$ cat config.mk
export PLATFORM = sky130hd
export DESIGN_NAME = cntrl_decode_pipe
export DESIGN_NICKNAME = d
export VERILOG_FILES = /design/src/rtl/cntrl_decode_pipe.sv
export SDC_FILE = /design/constraint.sdc
export NUM_CORES = 1
export LEC_CHECK = 0
export CAP_MARGIN = 20
export CORE_UTILIZATION = 39
export DETAILED_ROUTE_END_ITERATION = 8
export PLACE_DENSITY = 0.83
export SETUP_SLACK_MARGIN = 0.05
export SYNTH_ARGS = -nofsm -noshare
export SYNTH_HDL_FRONTEND = slang
export SYNTH_SLANG_ARGS = --single-unit
$ cat constraint.sdc
create_clock -name clk -period 3.6 [get_ports clk]
set_input_delay 0.9 -clock clk [delete_from_list [all_inputs] [get_ports clk]]
set_output_delay 0.9 -clock clk [all_outputs]
set_load 0.01 [all_outputs]
$ cat src/rtl/cntrl_decode_pipe.sv
// Pipelined LEGv8 decode controller: decodes the IF/ID instruction, registers the ID/EX
// control bundle, owns the NZVC flags, inserts load-use bubbles and squashes wrong-path fetches.
module cntrl_decode_pipe #(
    parameter int REG_ADDR_W        = 5,
    parameter int LOAD_STALL_CYCLES = 1,    // legal range 1..3
    parameter bit FULL_COND         = 1'b0,
    parameter bit BR_FLUSH          = 1'b1
) (
    input  logic                  clk,
    input  logic                  rst_n,
    input  logic                  instr_valid,
    input  logic [31:0]           instr,
    input  logic                  fast_zero,
    input  logic                  ex_n,
    input  logic                  ex_z,
    input  logic                  ex_v,
    input  logic                  ex_c,
    output logic                  reg2loc,
    output logic                  br_tkn,
    output logic                  unc_br,
    output logic                  if_stall,
    output logic                  illegal,
    output logic                  ex_valid,
    output logic                  ex_reg_wr,
    output logic                  ex_mem_wr,
    output logic                  ex_mem_rd,
    output logic                  ex_alu_src,
    output logic                  ex_imm_add,
    output logic                  ex_set_flg,
    output logic                  ex_ldurb,
    output logic                  ex_movz,
    output logic                  ex_movk,
    output logic [2:0]            ex_alu_op,
    output logic [3:0]            ex_transfer,
    output logic [REG_ADDR_W-1:0] ex_rd,
    output logic [3:0]            flags_q
);

    localparam logic [9:0]  OP_ADDI  = 10'b1001000100;
    localparam logic [10:0] OP_ADDS  = 11'b10101011000;
    localparam logic [10:0] OP_SUBS  = 11'b11101011000;
    localparam logic [10:0] OP_LDUR  = 11'b11111000010;
    localparam logic [10:0] OP_STUR  = 11'b11111000000;
    localparam logic [10:0] OP_LDURB = 11'b00111000010;
    localparam logic [10:0] OP_STURB = 11'b00111000000;
    localparam logic [8:0]  OP_MOVZ  = 9'b110100101;
    localparam logic [8:0]  OP_MOVK  = 9'b111100101;
    localparam logic [5:0]  OP_B     = 6'b000101;
    localparam logic [7:0]  OP_BCOND = 8'b01010100;
    localparam logic [7:0]  OP_CBZ   = 8'b10110100;

    localparam logic [REG_ADDR_W-1:0] REG_ZR     = REG_ADDR_W'(31);
    localparam logic [1:0]            STALL_INIT = 2'(LOAD_STALL_CYCLES - 1);

    typedef enum logic {
        RUN,
        STALL
    } state_e;

    typedef struct packed {
        logic                  valid;
        logic                  reg_wr;
        logic                  mem_wr;
        logic                  mem_rd;
        logic                  alu_src;
        logic                  imm_add;
        logic                  set_flg;
        logic                  ldurb;
        logic                  movz;
        logic                  movk;
        logic [2:0]            alu_op;
        logic [3:0]            transfer;
        logic [REG_ADDR_W-1:0] rd;
    } ex_bundle_t;

    state_e     state_q, state_d;
    logic [1:0] cnt_q, cnt_d;
    logic       squash_q, squash_d;
    ex_bundle_t ex_q, ex_d;
    ex_bundle_t dec;

    logic       legal;
    logic       is_b, is_bcond, is_cbz;
    logic       dec_reg2loc;
    logic [3:0] eff_flags;
    logic       cond_ok;
    logic       lt;
    logic       run;
    logic [4:0] port2;
    logic       load_use;
    logic       hazard;
    logic       bubble;

    // Opcode fields consulted by no instruction in this subset, and the carry flag,
    // which no supported condition tests.
    logic unused_ok;
    assign unused_ok = ^{instr[15:10], eff_flags[0]};

    // NOTE: every variable written in an always_comb gets a default first, so no path
    // can leave it unassigned and infer a latch.
    always_comb begin
        dec         = '0;
        dec_reg2loc = 1'b0;
        legal       = 1'b0;
        is_b        = 1'b0;
        is_bcond    = 1'b0;
        is_cbz      = 1'b0;
        if (instr[31:22] == OP_ADDI) begin
            legal       = 1'b1;
            dec.alu_op  = 3'b010;
            dec.alu_src = 1'b1;
            dec.reg_wr  = 1'b1;
        end else if (instr[31:21] == OP_ADDS || instr[31:21] == OP_SUBS) begin
            legal       = 1'b1;
            dec.alu_op  = (instr[30]) ? 3'b011 : 3'b010;
            dec_reg2loc = 1'b1;
            dec.reg_wr  = 1'b1;
            dec.set_flg = 1'b1;
        end else if (instr[31:21] == OP_LDUR || instr[31:21] == OP_LDURB) begin
            legal        = 1'b1;
            dec.mem_rd   = 1'b1;
            dec.reg_wr   = 1'b1;
            dec.imm_add  = 1'b1;
            dec.alu_src  = 1'b1;
            dec.ldurb    = (instr[31:21] == OP_LDURB);
            dec.transfer = (instr[31:21] == OP_LDURB) ? 4'b0001 : 4'b1000;
        end else if (instr[31:21] == OP_STUR || instr[31:21] == OP_STURB) begin
            legal        = 1'b1;
            dec.mem_wr   = 1'b1;
            dec.transfer = (instr[31:21] == OP_STURB) ? 4'b0001 : 4'b1000;
        end else if (instr[31:23] == OP_MOVZ) begin
            legal      = 1'b1;
            dec.reg_wr = 1'b1;
            dec.movz   = 1'b1;
        end else if (instr[31:23] == OP_MOVK) begin
            legal      = 1'b1;
            dec.reg_wr = 1'b1;
            dec.movk   = 1'b1;
        end else if (instr[31:26] == OP_B) begin
            legal = 1'b1;
            is_b  = 1'b1;
        end else if (instr[31:24] == OP_BCOND) begin
            legal    = 1'b1;
            is_bcond = 1'b1;
        end else if (instr[31:24] == OP_CBZ) begin
            legal  = 1'b1;
            is_cbz = 1'b1;
        end
        dec.valid = legal;
        dec.rd    = dec.reg_wr ? REG_ADDR_W'(instr[4:0]) : REG_ZR;
    end

    // A flag-setting instruction in EX has not yet written flags_q; a B.cond right behind
    // it must see its result.
    assign eff_flags = (ex_q.valid && ex_q.set_flg) ? {ex_n, ex_z, ex_v, ex_c} : flags_q;
    assign lt        = eff_flags[3] ^ eff_flags[1];

    always_comb begin
        cond_ok = 1'b0;
        if (FULL_COND) begin
            case (instr[3:0])
                4'h0:    cond_ok = eff_flags[2];
                4'h1:    cond_ok = !eff_flags[2];
                4'hA:    cond_ok = !lt;
                4'hB:    cond_ok = lt;
                4'hC:    cond_ok = !eff_flags[2] && !lt;
                4'hD:    cond_ok = eff_flags[2] || lt;
                default: cond_ok = 1'b0;
            endcase
        end else begin
            cond_ok = (instr[3:0] == 4'hB) && lt;
        end
    end

    assign run     = (state_q == RUN);
    assign illegal = instr_valid && !legal;
    assign reg2loc = dec_reg2loc;
    // A fetch that is about to be squashed is wrong-path and must not redirect the PC.
    assign br_tkn  = instr_valid && run && !squash_q &&
                     (is_b || (is_cbz && fast_zero) || (is_bcond && cond_ok));
    assign unc_br  = instr_valid && run && !squash_q && is_b;

    // Branch operands are resolved in ID and never wait on a load, so branches are excluded.
    assign port2    = dec_reg2loc ? instr[20:16] : instr[4:0];
    assign load_use = ex_q.valid && ex_q.mem_rd && (ex_q.rd != REG_ZR) &&
                      ((ex_q.rd == REG_ADDR_W'(instr[9:5])) || (ex_q.rd == REG_ADDR_W'(port2)));
    assign hazard   = run && !squash_q && instr_valid && legal &&
                      !(is_b || is_bcond || is_cbz) && load_use;

    always_comb begin
        state_d  = state_q;
        cnt_d    = cnt_q;
        if_stall = 1'b0;
        case (state_q)
            RUN: begin
                if (hazard) begin
                    if_stall = 1'b1;
                    state_d  = STALL;
                    cnt_d    = STALL_INIT;
                end
            end
            STALL: begin
                if (cnt_q != 2'd0) begin
                    if_stall = 1'b1;
                    cnt_d    = cnt_q - 2'd1;
                end else begin
                    state_d = RUN;
                end
            end
            default: state_d = RUN;
        endcase
        squash_d = BR_FLUSH && br_tkn;
        bubble   = !instr_valid || illegal || if_stall || squash_q;
        ex_d     = bubble ? '0 : dec;
    end

    // NOTE: state registers use non-blocking assignments so every flop samples the
    // pre-edge values regardless of statement order.
    always_ff @(posedge clk or negedge rst_n) begin
        if (!rst_n) begin
            state_q  <= RUN;
            cnt_q    <= 2'd0;
            squash_q <= 1'b0;
            ex_q     <= '0;
            flags_q  <= 4'b0000;
        end else begin
            state_q  <= state_d;
            cnt_q    <= cnt_d;
            squash_q <= squash_d;
            ex_q     <= ex_d;
            if (ex_q.valid && ex_q.set_flg) begin
                flags_q <= {ex_n, ex_z, ex_v, ex_c};
            end
        end
    end

    assign ex_valid    = ex_q.valid;
    assign ex_reg_wr   = ex_q.reg_wr;
    assign ex_mem_wr   = ex_q.mem_wr;
    assign ex_mem_rd   = ex_q.mem_rd;
    assign ex_alu_src  = ex_q.alu_src;
    assign ex_imm_add  = ex_q.imm_add;
    assign ex_set_flg  = ex_q.set_flg;
    assign ex_ldurb    = ex_q.ldurb;
    assign ex_movz     = ex_q.movz;
    assign ex_movk     = ex_q.movk;
    assign ex_alu_op   = ex_q.alu_op;
    assign ex_transfer = ex_q.transfer;
    assign ex_rd       = ex_q.rd;

endmodule

==> Yosys cells after proc, flatten, opt, wreduce, memory -nomap -nowiden <==
Cells that the tools add are included.
{ "op_classes": {"n_mux": 72, "eq_ne": 18, "bitwise": 2, "n_reduce_logical": 34, "n_lt_le_gt_ge": 0, "multipliers": 0, "div_mod_pow": 0, "add_sub_neg": 1, "shifts": 0} }
{ "op_table": {"columns": ["cell", "n"], "rows": [
  ["1-bit two-way mux", 49],
  ["11-bit == test (second input constant)", 4],
  ["4-bit two-way mux", 8],
  ["11-bit by 9-bit == test with 1-bit output (second input constant)", 2],
  ["22-bit two-way mux", 1],
  ["9-bit == test (second input constant)", 2],
  ["1-bit logical AND", 17],
  ["5-bit two-way mux", 3],
  ["2-bit two-way mux", 7],
  ["1-bit logical OR", 11],
  ["10-bit == test (second input constant)", 1],
  ["5-bit == test", 2],
  ["8-bit by 7-bit == test with 1-bit output (second input constant)", 1],
  ["8-bit == test (second input constant)", 1],
  ["6-bit by 3-bit == test with 1-bit output (second input constant)", 1],
  ["3-bit two-way mux", 2],
  ["5-bit != test (second input constant)", 1],
  ["4-bit == test (second input constant)", 1],
  ["1-bit zero test", 4],
  ["2-bit by 1-bit != test with 1-bit output (second input constant)", 2],
  ["2-bit case mux with 2 select lines", 1],
  ["1-bit case mux with 2 select lines", 1],
  ["2-bit AND reduction", 1],
  ["2-bit nonzero test", 1],
  ["3 further kinds", 3]
]} }
{ "word_totals": {"register_bits": 30, "output_inout_bits": 31, "mem_count": 0, "ram_bits": 0, "in_bits": 40, "latchBits": 0, "elab_cells": 145, "romBits": 0} }

==> Logic depth before layout (Yosys ltp) <==
Gate-level depths: netlist of run 1.
{ "logic_depth": {"depth_word": 19, "ltp_mapped": 8, "ltp_nobuf": 6} }

==> Worst setup path after synthesis of run 1 <==
Ideal clock, no wire load.
{ "synth_timing": {"path_type": "input port to output port", "from": "input instr[22]", "to": "output if_stall", "path_stages": 8, "slack_ns": -0.188, "path_buffers": 2, "t_arrival_ns": 2.888, "required_ns": 2.700, "cell_sequence": "or4b_1 > buf_6 > nor3_1 > a211oi_1 > o211ai_2 > o21ai_4 > buf_6 > and2_1"} }
{ "synth_between": {"word_cells_on_any_way": 40, "classes_between": "eq/ne: 8; mux: 21; reduce/logical: 11"} }
{ "synth_rtl": {"columns": ["item", "line", "rtl"], "rows": [
  ["start: declaration", "12", "input logic [31:0] instr,"],
  ["11-bit == test", "113", "end else if (instr[31:21] == OP_ADDS || instr[31:21] == OP_SUBS) begin"],
  ["1-bit logical OR", "113", null],
  ["1-bit two-way mux", "113", null],
  ["1-bit two-way mux *", "108", "if (instr[31:22] == OP_ADDI) begin"],
  ["via reg2loc", "18", "output logic reg2loc,"],
  ["5-bit two-way mux *", "184", "assign port2 = dec_reg2loc ? instr[20:16] : instr[4:0];"],
  ["5-bit == test *", "186", "((ex_q.rd == REG_ADDR_W'(instr[9:5])) || (ex_q.rd == REG_ADDR_W'(port2)));"],
  ["1-bit logical OR *", "186", null],
  ["1-bit logical AND *", "185", "assign load_use = ex_q.valid && ex_q.mem_rd && (ex_q.rd != REG_ZR) &&"],
  ["1-bit logical AND *", "188", "!(is_b || is_bcond || is_cbz) && load_use;"],
  ["1-bit two-way mux *", "196", "if (hazard) begin"],
  ["1-bit case mux with 2 select lines *", "194", "case (state_q)"],
  ["end: declaration", "21", "output logic if_stall,"]
]} }
The timed path passes the listed nets; every way through them passes the cells marked *.

==> Worst setup path in the final report of run 1 <==
{ "layout_timing": {"from": "input instr[26]", "to": "output if_stall"} }
{ "layout_between": {"elab_chain_len": 16, "word_cells_on_any_way": 61, "classes_between": "eq/ne: 13; mux: 37; reduce/logical: 11"} }
{ "layout_rtl": {"columns": ["item", "line", "rtl"], "rows": [
  ["8-bit == test or 8-bit by 7-bit == test with 1-bit output (tied branches)", "145, 142", null],
  ["1-bit two-way mux, on equally long branches", "145, 142", null],
  ["1-bit two-way mux, on equally long branches", "142, 139", null],
  ["1-bit two-way mux, on equally long branches", "139, 135", null],
  ["1-bit two-way mux, on equally long branches", "135, 131", null],
  ["1-bit two-way mux, on equally long branches", "131, 127", null],
  ["1-bit two-way mux, on equally long branches", "127, 119", null],
  ["1-bit two-way mux, on equally long branches", "119, 113", null],
  ["1-bit two-way mux, on equally long branches", "113, 108", null],
  ["1-bit two-way mux or 1-bit logical OR (tied branches)", "108, 188", null],
  ["1-bit logical OR", "188", null],
  ["1-bit zero test", "188", null],
  ["1-bit logical AND", "187", "assign hazard = run && !squash_q && instr_valid && legal &&"],
  ["1-bit logical AND *", "188", null],
  ["1-bit two-way mux *", "196", null],
  ["1-bit case mux with 2 select lines *", "194", null]
]} }
Mark *: on every way between the ends. The rest lies on a longest branch, timed or not.

==> run_results.csv, run 1 <==
group,metric,value,unit
power,power_leakage,1.43,nW
layout,multiInputGateArea,0.00112,mm²
sta,period_needed,3760,ps
placement,dpl_cell_area,0.00268,mm²
run,max_cap_violations,0,
layout,syn_to_final_growth,83.3,%
setup_path,cp_common_cell,"buf_6",
synthesis,synthMuxAreaShare,2.65,%
grt,track_usage,29.8,%
grt,antenna_found_initial,0,
clocking,cts_root_buf,"clkbuf_8",
routing,vias_per_cell,5.72,
setup_path,worst-path-max-fanout,5,
sta,slew_headroom,50.9,%
grt,grt_overflow,0,
synthesis,synth_xor_area_share,4.12,%
sta,setup_viol,1,
floorplan,fp.dieW,68.0,µm
clocking,cts_num_sinks,26,
routing,drt_iter0_markers,181,
clocking,path_clk_slew,90,ps
status,violations,"negative setup slack",
synthesis,yosys-top-cells-area,"dfrtp_1 (38%), a21oi_1 (4.7%), nor2_1 (3.1%), nor2b_1 (2.9%), a2111oi_2 (2.6%)",
sta,hold_violations,0,
routing,drc,0,
grt,grt_max_degree,27,
floorplan,num_rows,23,
routing,drt-wirelength-per-cell,18.0,µm
clocking,cts_inserted_buffers,3,
synthesis,synth_area,0.00170,mm²
synthesis,synth_fa_ha_area_share,0.736,%
routing,detail-route-antenna-nets,0,
routing,detailedRoute.firstPassIterationCount,4,
sta,rsz0062_at_grt,"true",
floorplan,dieArea,0.00463,mm²
placement,dp.cells,332,
power,peakVddDrop,0.000135,V
floorplan,start_util,41.6,%
status,status,"complete, but fails checks",
sta,timing.final.crit_share,104,%
sta,whs,490,ps
synthesis,post_synth_num_cell_types,50,
floorplan,die_h,68.0,µm
placement,globalplace.congestion,0.867,
synthesis,synth_top_area_share,38.3,%
grt,grt_pass1_wl,10100,µm
power,total_power,674,µW
setup_path,path_class,"in -> out",
synthesis,synth-compound-area-share,21.3,%
placement,dp_hpwl,3840,µm
sta,tightest_slew,734,ps
synthesis,yosysSeqAreaShare,38.3,%
synthesis,synth.avg_cell_area,9.29,µm²
setup_path,cp.required,2700,ps
floorplan,core-area,0.00409,mm²
clocking,worstSkewPairLatency,280,ps
synthesis,yosysWarningCount,0,
synthesis,synth_top_family_by_area,"simple AND/OR/NAND/NOR gates",
routing,drt_wl_total,6720,µm
clocking,cts_tree,"built",
sta,slew_viol_final,0,
placement,post-place-ws,-793,ps
hold_path,hp-class,"reg -> reg",
layout,fin_area,0.00312,mm²
setup_path,cpPeakStageDelay,560,ps
layout,regArea,651,µm²
setup_path,cp_slowest_cell,"or4b_4",
synthesis,yosysTopAreaCell,"dfrtp_1",
power,power_density,216,mW/mm²
synthesis,synthSimpleGateAreaFrac,27.8,%
sta,clock.fmax,266,MHz
synthesis,synthArstFlopShare,100,%
synthesis,synth-edff-count,0,
sta,fin_ws,-160,ps
placement,portBuffers,61,
setup_path,start_kind,"input port",
layout,fin_cells,373,
floorplan,io-pin-count,71,
layout,fillers,252,
setup_path,cp_cell_sequence,"buf_6 -> or4b_4 -> buf_6 -> o31a_1 -> o21a_1 -> o2111ai_4 -> o21ai_4 -> and2_4 -> buf_6",
synthesis,synth_ff_type,"dfrtp_1",
setup_path,crit_arrival,2860,ps
routing,dr_total_vias,2132,
clocking,htreeDepth,1,
synthesis,synthCells,183,
layout,antennaDiodeCount,0,
layout,fin_nets,365,
layout,drive_gt1_share,40.6,%
synthesis,ys_ff_latch,26,
setup_path,endpoint_kind,"primary output",
clocking,cts_hold_buf,0,
clocking,clockBufferDepth,2,
grt,grt_pass1_vias,2103,
sta,fin_skew,4.23,ps
[cell families (layout without fill, tap and decap cells)]
group / after synthesis / count (layout)
simple gates: 82 / 82
fa+ha+maj: 1 / 1
other cells: 1 / 3
compound gates: 47 / 47
buf+inv: 14 / 152
mux: 4 / 4
flops: 26 / 26
xor+xnor: 8 / 8
[worst max-delay path, delay by kind of cell]
family                 cells  cell delay, ps
AO/OA/AOI/OAI              4             860
buffers and inverters      3             360
AND/OR/NAND/NOR            2             730
[routing by layer]
layer | wire (µm) | track usage [%]
met1 | 2620 | 36.4
met2 | 3370 | 52.2
met5 | 0 | 0
met4 | 263 | 12.8
met3 | 465 | 3.33
[what timing repair did]
action,CTS,global route
endpoints found under the setup margin,5,7
pin swaps,13,4
setup buffers,34,3
gates resized for setup,47,19
[power breakdown]
| part | internal, mW | switching [mW] |
|---|---|---|
| Clock | 0.0980 | 0.0940 |
| Sequential | 0.296 | 0.00470 |
| Combinational | 0.0998 | 0.0814 |
[final timing paths]
check	cells after the start	startpoint	slack [ps]	end
worst max-delay path	9	instr[26]	-160	if_stall
worst min-delay path	1	cnt_q[0]	490	cnt_q[0]
worst max register to register	9	ex_rd[4]	1450	ex_rd[0]
worst min register to register	1	cnt_q[0]	490	cnt_q[0]
max in group asynchronous	2	rst_n	2370	ex_alu_src
min in group asynchronous	2	rst_n	980	flags_q[1]
[flip-flops by register name, indices dropped and copies added, names as in the netlist]
signal / cells
ex_reg_wr: 1
ex_imm_add: 1
ex_transfer: 2
ex_movz: 1
ex_rd: 5
ex_set_flg: 1
state_q: 1
ex_mem_wr: 1
ex_ldurb: 1
ex_valid: 1
ex_alu_src: 1
ex_movk: 1
ex_alu_op: 2
squash_q: 1
flags_q: 4
cnt_q: 2
[per-stage QoR]
| step | setup TNS [ps] | utilization (%) |
|---|---|---|
| 6_report | -160 | 76.3 |
| 5_1_grt | -217 | 76.3 |
| 4_1_cts | -94.1 | 74.0 |
| 3_5_place_dp | -2320 | 65.6 |
| 3_3_place_gp | -2230 | 65.6 |
| 2_1_floorplan | -27.6 | - |
[cell type report]
| class | count | share of cell area [%] |
|---|---|---|
| inverter | 4 | 0.482 |
| timing repair buffer | 144 | 38.8 |
| multi-input combinational | 145 | 36.1 |
| sequential | 26 | 20.9 |
| tap | 50 | 2.01 |
| clock buffer | 4 | 1.77 |
[cell usage after synthesis (3+ instances only)]
cell type   n
inv_1       4
a21oi_1    16
a2111oi_2   3
nor2b_1     8
nor4b_1     3
xnor2_1     4
nor3_1      8
nand4_1     7
nand3_1     7
mux2_2      4
nand2b_1    3
xor2_1      4
a211oi_1    4
dfrtp_1    26
o21ai_0     3
and3_1      5
a31oi_1     3
clkbuf_1    4
nand4b_1    3
buf_4       4
nor2_1     14
nand2_1    12
[placed cells by master, fill, tap and decap left out, drive strengths merged, types with 5 or more instances in the layout]
cell           instances
nor3                   8
nand4                  7
a21oi                 16
clkdlybuf4s50         46
dfrtp                 26
and3                   5
nor2                  14
clkbuf                 7
nand3                  7
nor2b                  8
nand2                 12
buf                   90
(Power assumes the default switching activity.)
==> run 2, diff against run 1 <==
- RECOVER_POWER: default -> 50
==> run 2 against run 1 <==
Compared with the run above:
- the flow still finishes with violations (negative setup slack)
- critical path depth did not move
- routed wire length increased by 0.22%
- via count fell by 0.52%
- first-iteration DRC count is 3.9% lower
- clock power is essentially flat
- non-clock buffer count unchanged
- critical path type unchanged
- critical endpoint unchanged
==> run_results.csv, run 2 (synthesis results as in run 1) <==
group,metric,value,unit
status,status,"complete, but fails checks",
status,violations,"negative setup slack",
clocking,worstSkewPairLatency,280,ps
power,pwr-share-seq,44.7,%
setup_path,crit_start,"instr[26]",
layout,syn_to_final_growth,83.1,%
clocking,cts_hold_buf,0,
placement,portBuffers,61,
power,p_int,492,µW
grt,met2_usage,52.2,%
power,total_power,673,µW
floorplan,die_h,68.0,µm
grt,busiest_layer,"met2",
grt,met1_usage,36.4,%
routing,dr_total_vias,2121,
layout,drive_gt1_share,40.2,%
sta,clock.fmax,266,MHz
setup_path,crit_end,"if_stall",
hold_path,holdPathStages,1,
grt,grt_pass1_vias,2103,
grt,grt_pass1_wl,10100,µm
power,switching_power,181,µW
grt,grt_overflow,0,
routing,drt_iter0_markers,174,
floorplan,core-area,0.00409,mm²
routing,drc,0,
placement,post-place-ws,-793,ps
setup_path,cpPeakStageDelay,560,ps
clocking,cts_num_sinks,26,
sta,setup_viol,1,
layout,fin_area,0.00311,mm²
layout,regArea,651,µm²
grt,grt_max_degree,27,
power,switching_share,26.9,%
routing,drt_wl_total,6730,µm
clocking,clockBufferDepth,2,
placement,dp_hpwl,3840,µm
floorplan,dieArea,0.00463,mm²
clocking,htreeDepth,1,
clocking,cts_inserted_buffers,3,
floorplan,num_rows,23,
floorplan,start_util,41.6,%
sta,timing.final.crit_share,104,%
sta,period_needed,3760,ps
setup_path,r2r_end,"ex_rd[0]",
layout,fin_cells,373,
setup_path,cp.required,2700,ps
setup_path,cp_cell_sequence,"buf_6 -> or4b_4 -> buf_6 -> o31a_1 -> o21a_1 -> o2111ai_4 -> o21ai_4 -> and2_4 -> buf_6",
sta,hold_violations,0,
setup_path,reg2regPathDepth,9,
clocking,cts_root_buf,"clkbuf_8",
layout,multiInputGateArea,0.00112,mm²
layout,fin_util,76.2,%
routing,detailedRoute.firstPassIterationCount,4,
sta,slew_viol_final,0,
run,max_cap_violations,0,
grt,grt_util_met3,3.33,%
layout,final_common_cell,"buf_4",
power,power_density,216,mW/mm²
sta,rsz0062_at_grt,"true",
clocking,cts_tree,"built",
layout,antennaDiodeCount,0,
setup_path,path_class,"in -> out",
setup_path,worstReg2RegStart,"ex_rd[4]",
grt,track_usage,29.8,%
power,pwr-share-clk,28.6,%
setup_path,cp_slowest_cell,"or4b_4",
setup_path,r2r_slack,1450,ps
sta,slew_headroom,11.8,%
routing,drt-wirelength-per-cell,18.1,µm
power,power_leakage,1.46,nW
placement,dpl_cell_area,0.00268,mm²
grt,antenna_found_initial,0,
placement,globalplace.congestion,0.867,
sta,setup_tns,-156,ps
layout,fillers,254,
setup_path,worst-path-max-fanout,5,
routing,vias_per_cell,5.69,
hold_path,min_from,"cnt_q[0]",
sta,tightest_slew,1320,ps
placement,dp.cells,332,
power,p_comb_share,26.7,%
sta,whs,490,ps
sta,fin_ws,-156,ps
clocking,path_clk_slew,90,ps
layout,fin_nets,365,
setup_path,start_kind,"input port",
layout,largest_reg_flops,5,
floorplan,io-pin-count,71,
setup_path,cp_common_cell,"buf_6",
setup_path,crit_arrival,2860,ps
floorplan,fp.dieW,68.0,µm
routing,detail-route-antenna-nets,0,
setup_path,endpoint_kind,"primary output",
power,peakVddDrop,0.000135,V
sta,fin_skew,3.54,ps
hold_path,hp-class,"reg -> reg",
layout,layout_common_cells,"buf_4 (80), clkdlybuf4s50_1 (32), dfrtp_1 (26)",
run 2: routing by layer:
layer / part of all wire [%] / vias to the layer above / routed length, µm
li1: - / 966 / -
met2: 50 / 124 / 3390
met1: 39 / 1006 / 2650
met3: 6.6 / 25 / 442
met4: 3.8 / 0 / 257
met5: 0 / - / 0
run 2: critical path: cells and delay by family:
family	cells	cell delay, ps
AND/OR/NAND/NOR	2	730
buffers and inverters	3	360
AO/OA/AOI/OAI	4	860
run 2: repair_timing:
action                                  4_1_cts  5_1_grt
pin swaps                                    13        4
buffers inserted                             34        3
endpoints found under the setup margin        5        7
resized for setup                            47       19
run 2: worst min-delay path by stage:
stage | end | slack [ps]
after detailed placement | cnt_q[0] | 480
after floorplan | cnt_q[0] | 450
after CTS | cnt_q[0] | 490
after global placement | cnt_q[0] | 470
after global routing | cnt_q[0] | 500
final | cnt_q[0] | 490
run 2: power groups by stage:
| stage | logic (mW) | clock network, mW | registers [mW] |
|---|---|---|---|
| floorplan | 0.0503 | 0 | 0.308 |
| CTS | 0.164 | 0.191 | 0.301 |
| finish | 0.180 | 0.193 | 0.301 |
| global route | 0.191 | 0.201 | 0.301 |
| global placement | 0.145 | 0 | 0.306 |
| detailed placement | 0.148 | 0 | 0.306 |
run 2: layout make-up:
class	instances	area share [%]
repair buffers	144	38.7
multi-input cells	145	36.1
flip-flops and latches	26	20.9
well taps	50	2.01
clock buffers	4	1.77
inverters	4	0.482
==> run 3, diff against run 2 <==
- CORE_MARGIN: default -> 1
==> results of run 3 <==
No change in the layout: final DEF, timing and power equal those of run 2.
